File: config.mk
export PLATFORM = sky130hd
export DESIGN_NAME = text_loader_flat
export DESIGN_NICKNAME = d
export VERILOG_FILES = /design/src/rtl/text_loader_if.sv /design/src/rtl/text_loader.sv /design/src/flat_wrapper.sv
export SDC_FILE = /design/constraint.sdc
export NUM_CORES = 1
export LEC_CHECK = 0
export ABC_AREA = 1
export CORE_ASPECT_RATIO = 0.7
export CORE_UTILIZATION = 53
export CTS_CLUSTER_SIZE = 28
export DETAILED_ROUTE_END_ITERATION = 7
export PLACE_DENSITY = 0.89
export SETUP_SLACK_MARGIN = 0.05
export SLEW_MARGIN = 10
export SYNTH_ARGS = -nofsm -noshare
export SYNTH_HDL_FRONTEND = slang
export SYNTH_SLANG_ARGS = --single-unit
export TNS_END_PERCENT = 30
File: constraint.sdc
create_clock -name clk -period 2.6 [get_ports clk]
set_input_delay 0.52 -clock clk [delete_from_list [all_inputs] [get_ports clk]]
set_output_delay 0.52 -clock clk [all_outputs]
set_load 0.1 [all_outputs]
File: src/rtl/text_loader_if.sv
// Byte-stream input and text-memory write port of the boot-time text loader.
// The loader takes the slave modport; the byte source and memory side take the master modport.
interface text_loader_if #(
    parameter int ADDR_WIDTH = 8
);
    logic                  in_valid;
    logic [7:0]            in_data;
    logic                  in_ready;
    logic                  mem_we;
    logic [ADDR_WIDTH-1:0] mem_addr;
    logic [31:0]           mem_wdata;
    logic                  core_rst;
    logic                  done;
    logic                  error;

    modport slave (
        input  in_valid, in_data,
        output in_ready, mem_we, mem_addr, mem_wdata, core_rst, done, error
    );

    modport master (
        output in_valid, in_data,
        input  in_ready, mem_we, mem_addr, mem_wdata, core_rst, done, error
    );
endinterface

File: src/rtl/text_loader.sv
// Loads a framed byte stream (A5 5A LEN payload) into text memory and then releases the core.
// Optional trailing XOR checksum byte is enabled by defining TEXT_LOADER_CHECKSUM_EN.
module text_loader #(
    parameter int ADDR_WIDTH = 8
) (
    input  logic          clk,
    input  logic          rst,
    text_loader_if.slave  bus
);
    localparam logic [31:0] CAP = 32'd1 << ADDR_WIDTH;

    typedef enum logic [2:0] {
        S_SYNC0,
        S_SYNC1,
        S_LEN,
        S_DATA,
`ifdef TEXT_LOADER_CHECKSUM_EN
        S_CHECK,
        S_ERROR,
`endif
        S_DONE
    } state_t;

    state_t                r_state;
    logic [ADDR_WIDTH-1:0] r_widx;
    logic [ADDR_WIDTH-1:0] r_last;
    logic [1:0]            r_lane;
    logic [23:0]           r_buf;
    logic                  r_in_ready;
    logic                  r_mem_we;
    logic [ADDR_WIDTH-1:0] r_mem_addr;
    logic [31:0]           r_mem_wdata;
    logic                  r_core_rst;
    logic                  r_done;
    logic                  w_xfer;
    logic [31:0]           w_len_n;
    logic [31:0]           w_len_cap;

    assign w_xfer    = bus.in_valid & r_in_ready;
    // LEN=0 encodes 256 words; the count is clipped to the memory capacity.
    assign w_len_n   = (bus.in_data == 8'h00) ? 32'd256 : {24'd0, bus.in_data};
    assign w_len_cap = (w_len_n > CAP) ? CAP : w_len_n;

`ifdef TEXT_LOADER_CHECKSUM_EN
    logic [7:0] r_chk;
    logic       r_error;
    assign bus.error = r_error;
`else
    assign bus.error = 1'b0;
`endif

    always_ff @(posedge clk) begin
        if (rst) begin
            r_state     <= S_SYNC0;
            r_widx      <= '0;
            r_last      <= '0;
            r_lane      <= '0;
            r_in_ready  <= 1'b0;
            r_mem_we    <= 1'b0;
            r_mem_addr  <= '0;
            r_mem_wdata <= '0;
            r_core_rst  <= 1'b1;
            r_done      <= 1'b0;
`ifdef TEXT_LOADER_CHECKSUM_EN
            r_chk       <= '0;
            r_error     <= 1'b0;
`endif
        end else begin
            r_mem_we <= 1'b0;
            case (r_state)
                S_SYNC0: begin
                    r_in_ready <= 1'b1;
                    if (w_xfer && bus.in_data == 8'hA5)
                        r_state <= S_SYNC1;
                end
                S_SYNC1: begin
                    r_in_ready <= 1'b1;
                    if (w_xfer) begin
                        if (bus.in_data == 8'h5A)
                            r_state <= S_LEN;
                        else if (bus.in_data != 8'hA5)
                            r_state <= S_SYNC0;
                    end
                end
                S_LEN: begin
                    r_in_ready <= 1'b1;
                    if (w_xfer) begin
                        r_last  <= ADDR_WIDTH'(w_len_cap - 32'd1);
                        r_widx  <= '0;
                        r_lane  <= '0;
`ifdef TEXT_LOADER_CHECKSUM_EN
                        r_chk   <= '0;
`endif
                        r_state <= S_DATA;
                    end
                end
                S_DATA: begin
                    r_in_ready <= 1'b1;
                    if (w_xfer) begin
`ifdef TEXT_LOADER_CHECKSUM_EN
                        r_chk  <= r_chk ^ bus.in_data;
`endif
                        r_lane <= r_lane + 2'd1;
                        // Little-endian: bytes shift down so the first lands in [7:0].
                        if (r_lane != 2'd3) begin
                            r_buf <= {bus.in_data, r_buf[23:8]};
                        end else begin
                            r_mem_we    <= 1'b1;
                            r_mem_addr  <= r_widx;
                            r_mem_wdata <= {bus.in_data, r_buf};
                            if (r_widx == r_last) begin
`ifdef TEXT_LOADER_CHECKSUM_EN
                                r_state    <= S_CHECK;
`else
                                r_state    <= S_DONE;
                                r_in_ready <= 1'b0;
`endif
                            end else begin
                                r_widx <= r_widx + ADDR_WIDTH'(1);
                            end
                        end
                    end
                end
`ifdef TEXT_LOADER_CHECKSUM_EN
                S_CHECK: begin
                    r_in_ready <= 1'b1;
                    if (w_xfer) begin
                        r_in_ready <= 1'b0;
                        if (bus.in_data == r_chk) begin
                            r_state    <= S_DONE;
                            r_done     <= 1'b1;
                            r_core_rst <= 1'b0;
                        end else begin
                            r_state <= S_ERROR;
                            r_error <= 1'b1;
                        end
                    end
                end
                S_ERROR: begin
                    r_in_ready <= 1'b0;
                end
`endif
                // Release lags entry by a cycle so the final write pulse has completed.
                S_DONE: begin
                    r_in_ready <= 1'b0;
                    r_done     <= 1'b1;
                    r_core_rst <= 1'b0;
                end
                default: r_state <= S_SYNC0;
            endcase
        end
    end

    assign bus.in_ready  = r_in_ready;
    assign bus.mem_we    = r_mem_we;
    assign bus.mem_addr  = r_mem_addr;
    assign bus.mem_wdata = r_mem_wdata;
    assign bus.core_rst  = r_core_rst;
    assign bus.done      = r_done;
endmodule

File: src/flat_wrapper.sv
// flat-port wrapper written by rule: the top's interface ports become plain ports
module text_loader_flat 
#(
    parameter int ADDR_WIDTH = 8
)
  (clk, rst, bus_in_valid, bus_in_data, bus_in_ready, bus_mem_we, bus_mem_addr, bus_mem_wdata, bus_core_rst, bus_done, bus_error);
  text_loader_if #(.ADDR_WIDTH(ADDR_WIDTH)) bus_i ();
  input  logic clk;
  input  logic rst;
  input wire logic [$bits(bus_i.in_valid)-1:0] bus_in_valid;
  input wire logic [$bits(bus_i.in_data)-1:0] bus_in_data;
  output wire logic [$bits(bus_i.in_ready)-1:0] bus_in_ready;
  output wire logic [$bits(bus_i.mem_we)-1:0] bus_mem_we;
  output wire logic [$bits(bus_i.mem_addr)-1:0] bus_mem_addr;
  output wire logic [$bits(bus_i.mem_wdata)-1:0] bus_mem_wdata;
  output wire logic [$bits(bus_i.core_rst)-1:0] bus_core_rst;
  output wire logic [$bits(bus_i.done)-1:0] bus_done;
  output wire logic [$bits(bus_i.error)-1:0] bus_error;
  assign bus_i.in_valid = bus_in_valid;
  assign bus_i.in_data = bus_in_data;
  assign bus_in_ready = bus_i.in_ready;
  assign bus_mem_we = bus_i.mem_we;
  assign bus_mem_addr = bus_i.mem_addr;
  assign bus_mem_wdata = bus_i.mem_wdata;
  assign bus_core_rst = bus_i.core_rst;
  assign bus_done = bus_i.done;
  assign bus_error = bus_i.error;
  text_loader #(.ADDR_WIDTH(ADDR_WIDTH)) u_core (.clk(clk), .rst(rst), .bus(bus_i));
endmodule
# After elaboration in Yosys (flattened, before gate mapping)
# Index checks and enable logic that the tools add are counted.
# word_totals
ff_bits	89
latch_bits	0
mem_bits_rw	0
romBits	0
in_bits	11
output_inout_bits	45
word_cells	75
mem_count	0
# op_classes
add_sub_neg	3
n_mul	0
div	0
order_cmp	1
eq_ne	17
shift	0
mux	24
bitwise	6
n_reduce_logical	13
# op_table
operator	n
$mux W8	5
$mux W3	8
$pmux W8 S2	1
$pmux W3 S5	1
$ne A2 B1 Y1 const B	5
$gt A9 B9 Y1 const B	1
$mux W9	1
$add A8 B1 Y8 const B	1
$eq A8 B7 Y1 const B	1
$eq A8 B8 Y1	1
$eq A8 B8 Y1 const B	1
$logic_not A8 Y1	1
$ne A8 B8 Y1 const B	1
$reduce_and A8 Y1	1
$sub A8 B1 Y8 const B	1
$eq A3 B2 Y1 const B	2
$ne A2 B2 Y1 const B	3
$reduce_and A3 Y1	2
$reduce_or A3 Y1	2
$not A1 Y1	5
$reduce_and A5 Y1	1
$mux W1	4
$mux W2	2
$pmux W2 S2	1
other kinds (12)	12

# Depth between registers and ports, before layout
# Gate-level depths: netlist of the first run.
# depth
ltp_word	5
ltp_mapped	12
depth_no_buf	11

# Worst setup path before layout of the first run
# OpenSTA, ideal clock, no wires.
# synth_timing
path_kind	register to register
startpoint	register u_core.r_in_ready (netlist: u_core.bus.in_ready)
endpoint	register u_core.r_buf[0], enable pin
setup_ps	405
arrival_time_ps	2509
required_ps	2195
path_slack_ps	-314
path_stages_with_launch	5
path_buffers	0
period_less_slack_ps	2914
path_cell_list	dfxtp_1 -> nand2_1 -> inv_1 -> nand3_1 -> nor2_1
# synth_between
elab_chain_cells	2
# synth_lines
item	line_no	source
start: declaration	text_loader.sv:29	logic r_in_ready;
start signal: assignment	text_loader.sv:58	r_in_ready <= 1'b0;
start signal: assignment	text_loader.sv:72	r_in_ready <= 1'b1;
start signal: assignment	text_loader.sv:77	r_in_ready <= 1'b1;
$and A1 B1 Y1	text_loader.sv:39	assign w_xfer = bus.in_valid & r_in_ready;
$reduce_and A4 Y1 (no source line)	n/a	
end signal: assignment	text_loader.sv:106	r_buf <= {bus.in_data, r_buf[23:8]};
end: declaration	text_loader.sv:28	logic [23:0] r_buf;
# Every way passes these cells.
# A chain may end at the register's enable or synchronous reset.

# Final worst setup path of the first run
# layout_timing
startpoint	input port bus_in_data[0]
endpoint	register u_core.r_last[5]
# layout_between
elab_chain_cells	5
# layout_lines
item	line_no	source
start: declaration	flat_wrapper.sv:11	input wire logic [$bits(bus_i.in_data)-1:0] bus_in_data;
$logic_not A8 Y1	text_loader.sv:41	assign w_len_n = (bus.in_data == 8'h00) ? 32'd256 : {24'd0, bus.in_data};
$mux W9 (*)	text_loader.sv:41	
$gt A9 B9 Y1	text_loader.sv:42	assign w_len_cap = (w_len_n > CAP) ? CAP : w_len_n;
$mux W8 (*)	text_loader.sv:42	
$sub A8 B1 Y8 (*)	text_loader.sv:88	r_last <= ADDR_WIDTH'(w_len_cap - 32'd1);
end signal: assignment	text_loader.sv:88	
end: declaration	text_loader.sv:26	logic [ADDR_WIDTH-1:0] r_last;
# Mark *: on every way between the ends. The rest lies on a longest branch, timed or not.

==> flow_summary.yaml, run 1 <==
place:
  port_buffers: 54
  dp_hpwl_um: 5610
  place_congestion: 0.924
worst_setup_path:
  crit_required_ps: 2900
  crit_fanout: 5
  path_class: "input pin to flip-flop"
  r2r_cells: 7
  critPathCaptureType: "flip-flop"
  reg2reg_slack_ps: 930
  startpoint_type: "input pin"
  critPathArrivalTime_ps: 2190
synthesis:
  ys_ff_latch: 89
  syn_avg_cell_area_um2: 8.63
  syn_area_um2: 3670
  ys_async_sr_fraction_pct: 0
  ys_warn_count: 0
  synth_nets: 441
  synth_edf_count: 24
  ys_seq_area_share_pct: 55.2
  synthCells: 425
  synth.distinct_cells: 32
  synthFlopType: "dfxtp_1"
grt:
  grt_max_degree: 51
  antenna_found_initial: 0
  grt-ovfl-total: 0
  grt_use_total_pct: 24.0
  grt_pass1_vias: 2778
  grt_pass1_wl_um: 13200
cts:
  clk_pin_slew_ps: 80
  post-cts-setup-buffers: 0
  h-tree-depth: 3
  cts_hold_buf: 0
  cts_tree: "yes"
  cts_resized: 0
  cts.sinks: 89
  max-clock-path-buffers: 2
  root_buffer: "clkbuf_8"
  cts_buffers: 9
  insertion_delay_ps: 370
die:
  io_pins: 56
  start_util_pct: 56.8
  die_width_um: 101
  coreArea_um2: 6460
  die_h_um: 71.6
  dieArea_um2: 7260
  row_count: 24
finish:
  syn_to_final_growth_pct: 19.2
  fin_util_pct: 67.7
  nets: 494
  drive_gt1_share_pct: 19.7
  n_antenna_cell: 0
sta:
  drv_slew: 0
  hold_violations: 0
  finalSetupViolations: 0
  finalSetupTns_ps: 0
  finalCritPeriodShare_pct: 72.7
  fmax_ghz: 0.529
  rsz0062_at_grt: "no"
  min_period_ps: 1890
  skew_ps: 10.0
route:
  drt_iter0_markers: 195
  dr.pass1.iters: 5
  vias: 3002
  via_per_inst: 5.23
  drtAntennaViolNets: 0
  post_drt_wl_per_cell_um: 13.9
  drc: 0
  finalWirelength_um: 7980
power:
  p_per_area_nw_per_um2: 640
  ir_drop_uv: 371
  p_leak_nw: 1.79
job:
  cap_violations: 0
min_path:
  hold_path_class: "flip-flop to flip-flop"
  hold_path_depth: 0
run_status:
  status: "finished clean"
power breakdown:
group	switching (mW)	leakage (nW)	total (mW)	internal, mW
Clock	0.496	0.101	0.929	0.433
Sequential	0.0286	0.740	1.48	1.45
Combinational	0.270	0.947	0.392	0.122
Total	0.794	1.79	2.80	2.00
cell usage in the layout, fill, tap and decap left out, types with 4 or more instances in the layout:
cell type	synthesis	routed
buf_4	6	50
nor3_1	4	4
nand3_1	12	12
nand2_1	61	61
nand4_1	5	5
dfxtp_1	65	65
clkbuf_8	0	10
ha_1	5	5
inv_1	27	27
a21oi_1	15	15
edfxtp_1	24	24
a21oi_2	11	11
nor2_1	92	91
xnor2_1	7	7
xor2_1	7	7
clkdlybuf4s50_1	0	10
nor2_2	4	5
inv_2	5	5
o21ai_1	11	11
o21ai_0	41	41
critical path, stage by stage:
cell and delay, ps:
clkdlybuf4s50_1 480, inv_1 170, ha_1 230, nand3_1 160, o22ai_2 220, nand2_1 100
o21ai_0 160, nor2_1 60, nor2_1 80
sequential cells by signal, indices dropped and copies added (netlist names):
signal and flops:
u_core.bus.in_ready 1, u_core.bus.mem_addr 8, u_core.bus.mem_we 1, u_core.r_lane 2, u_core.bus.done 1, u_core.bus.core_rst 1, u_core.bus.mem_wdata 32, u_core.r_state 3
u_core.r_buf 24, u_core.r_widx 8, u_core.r_last 8
through the flow:
step,instances,instance area (um2),hold WS (ps),total power [mW],worst slack (ps)
after floorplan,425,3670,421,1.79,68.6
after global placement,558,4170,430,1.87,423
after detailed placement,558,4170,432,1.89,340
after CTS,574,4370,452,2.81,731
after global routing,574,4370,468,2.92,507
final,574,4370,448,2.80,711
Yosys cell counts (3+ instances only):
master / instances / share of area (%)
a21oi_2: 11 / 2.6
nand2_1: 61 / 6.2
nor2_1: 92 / 9.4
o21ai_0: 41 / 5.6
nor3_1: 4 / 0.55
inv_2: 5 / 0.51
a21oi_1: 15 / 2.0
nand3_1: 12 / 1.6
inv_1: 27 / 2.8
xor2_1: 7 / 1.7
clkbuf_1: 8 / 0.82
edfxtp_1: 24 / 20
nand4_1: 5 / 0.85
buf_4: 6 / 1.2
o21ai_1: 11 / 1.5
xnor2_1: 7 / 1.7
nor2_2: 4 / 0.68
buf_2: 3 / 0.41
ha_1: 5 / 1.7
dfxtp_1: 65 / 35
path summary, 6_finish.rpt:
check                                                endpoint                            from
worst max-delay path            u_core.r_last[5]$_SDFFE_PP0P_                  bus_in_data[0]
worst min-delay path               u_core.r_buf[10]$_DFFE_PP_      u_core.r_buf[18]$_DFFE_PP_
worst max register to register     u_core.r_buf[14]$_DFFE_PP_  u_core.r_state[1]$_SDFFE_PP0P_
worst min register to register     u_core.r_buf[10]$_DFFE_PP_      u_core.r_buf[18]$_DFFE_PP_
layer usage:
layer	vias to the layer above	global-route usage [%]	share of wire (%)	routed length, um
met5	-	0	0	0
met4	0	7.09	1.6	130
met3	12	8.00	7.5	600
met2	136	37.3	45	3620
met1	1367	32.2	45	3630
li1	1487	-	-	-
final cells by class:
type / instances / area (um2)
clock buffers: 11 / 163
multi-input cells: 284 / 1420
well taps: 91 / 114
inverters: 33 / 126
repair buffers: 61 / 495
fillers: 523 / 2080
flip-flops and latches: 89 / 2020
clock inverters: 5 / 36.3
cell families after synthesis:
kind of cell / count (synthesis) / share of synthesized area [%]
simple gates: 184 / 21.1
flops: 89 / 55.2
compound gates: 80 / 12.3
buf+inv: 52 / 6.31
xor+xnor: 14 / 3.34
fa+ha+maj: 5 / 1.71
other cells: 1 / 0.102
Power figures use the tool's default switching activity.
==> run 2: changes to the inputs <==
CORE_UTILIZATION = 48   (was 53)
PLACE_DENSITY = 0.85   (was 0.89)
clock period = 1.6 ns   (was 2.6 ns; I/O delays follow)
==> flow_summary.yaml, run 2 (synthesis results as in run 1) <==
route:
  finalWirelength_um: 9280
  vias: 3210
  via_per_inst: 5.24
  post_drt_wl_per_cell_um: 15.1
  drtAntennaViolNets: 0
  dr.pass1.iters: 6
  drc: 0
  drt_iter0_markers: 201
die:
  dieArea_um2: 8000
  io_pins: 56
  row_count: 26
  coreArea_um2: 7350
  die_width_um: 106
  die_h_um: 75.1
  start_util_pct: 49.9
worst_setup_path:
  critPathArrivalTime_ps: 1850
  critPathCaptureType: "flip-flop"
  startpoint_type: "input pin"
  crit_chain: "clkdlybuf4s50_1, inv_1, buf_4, nor4_1, nand4_1, nand2_1, nor2_1, nor2_1"
  path_class: "input pin to flip-flop"
  crit_required_ps: 1900
  crit_path_top_delay_cell: "clkdlybuf4s50_1"
  crit_fanout: 4
  cpMostUsedCell: "nor2_1"
  max_stage_delay_ps: 540
  r2r_cells: 7
finish:
  n_antenna_cell: 0
  regArea_um2: 2030
  syn_to_final_growth_pct: 44.7
  largest_register_ffs: 32
  fill_cells: 527
  nets: 526
  multi_input_area_um2: 1480
  layout_commonest_cell: "nor2_1"
  drive_gt1_share_pct: 28.0
  final_cell_mix: "nor2_1, nand2_1, dfxtp_1, buf_12, o21ai_0"
sta:
  finalSetupViolations: 0
  finalSetupTns_ps: 0
  hold_violations: 0
  fmax_ghz: 0.645
  drv_slew: 0
  skew_ps: 6.53
  min_period_ps: 1550
  rsz0062_at_grt: "yes"
  finalCritPeriodShare_pct: 96.8
grt:
  grt_pass1_wl_um: 14300
  grt-ovfl-total: 0
  grt_max_degree: 31
  antenna_found_initial: 0
  grt_pass1_vias: 3041
  grt_use_total_pct: 23.6
min_path:
  hold_path_class: "input pin to flip-flop"
  hold_path_depth: 2
place:
  dp_hpwl_um: 6570
  place_congestion: 0.869
  port_buffers: 54
cts:
  cts.sinks: 89
  clk_pin_slew_ps: 90
  cts_tree: "yes"
  root_buffer: "clkbuf_8"
  insertion_delay_ps: 360
  max-clock-path-buffers: 2
  h-tree-depth: 3
  cts_buffers: 9
  cts_hold_buf: 0
power:
  power.total_mw: 4.58
  ir_drop_uv: 672
  p_leak_nw: 2.10
  p_per_area_nw_per_um2: 864
run_status:
  status: "finished clean"
job:
  cap_violations: 0
==> run 2: cell type report <==
type / count / area share, %
Sequential cell: 89 / 38.3
Multi-Input combinational cell: 284 / 27.8
Timing Repair Buffer: 93 / 25.6
Inverter: 33 / 2.52
Clock buffer: 10 / 2.41
Tap cell: 98 / 2.31
Clock inverter: 6 / 0.991
==> run 2: metal layers <==
layer | wire length, um | global-route usage [%]
met1 | 3720 | 28.5
met2 | 4740 | 42.2
met3 | 739 | 6.49
met4 | 79 | 6.85
met5 | 0 | 0
==> run 2: worst max-delay path: cells and delay by family <==
kind	cells	cell delay [ps]
buf+inv	3	760
simple gates	5	760
==> run 2: power breakdown <==
part | total [mW] | switching (mW) | internal (mW)
clock network | 1.42 | 0.836 | 0.586
registers | 2.40 | 0.0469 | 2.36
logic | 0.754 | 0.472 | 0.282
==> run 2: worst paths after layout <==
path / start / to / slack, ps
max: bus_in_data[4] / u_core.r_state[1]$_SDFFE_PP0P_ / 50
min: bus_in_data[1] / u_core.r_buf[17]$_DFFE_PP_ / 350
max reg2reg: u_core.r_state[1]$_SDFFE_PP0P_ / u_core.r_buf[9]$_DFFE_PP_ / 80
min reg2reg: u_core.r_buf[8]$_DFFE_PP_ / u_core.r_buf[0]$_DFFE_PP_ / 440
==> run 2: timing repair <==
item	in CTS	in global routing
resized for setup	2	21
pin swaps	1	4
gates cloned	0	2
endpoints found under the hold margin	0	0
endpoints found under the setup margin	4	70
buffers inserted	1	1
==> run 2: per-stage QoR <==
| step | std cells | utilization (%) | setup slack (ps) | hold WS [ps] | instance area, um2 |
|---|---|---|---|---|---|
| after global routing | 613 | 72.1 | -5.84 | 354 | 5300 |
| after floorplan | 425 | - | 6.50 | 419 | 3700 |
| after global placement | 593 | 68.0 | -234 | 425 | 5000 |
| after CTS | 610 | 70.6 | 43.8 | 442 | 5190 |
| after detailed placement | 593 | 68.0 | -384 | 429 | 5000 |
| final | 613 | 72.1 | 50.7 | 346 | 5300 |
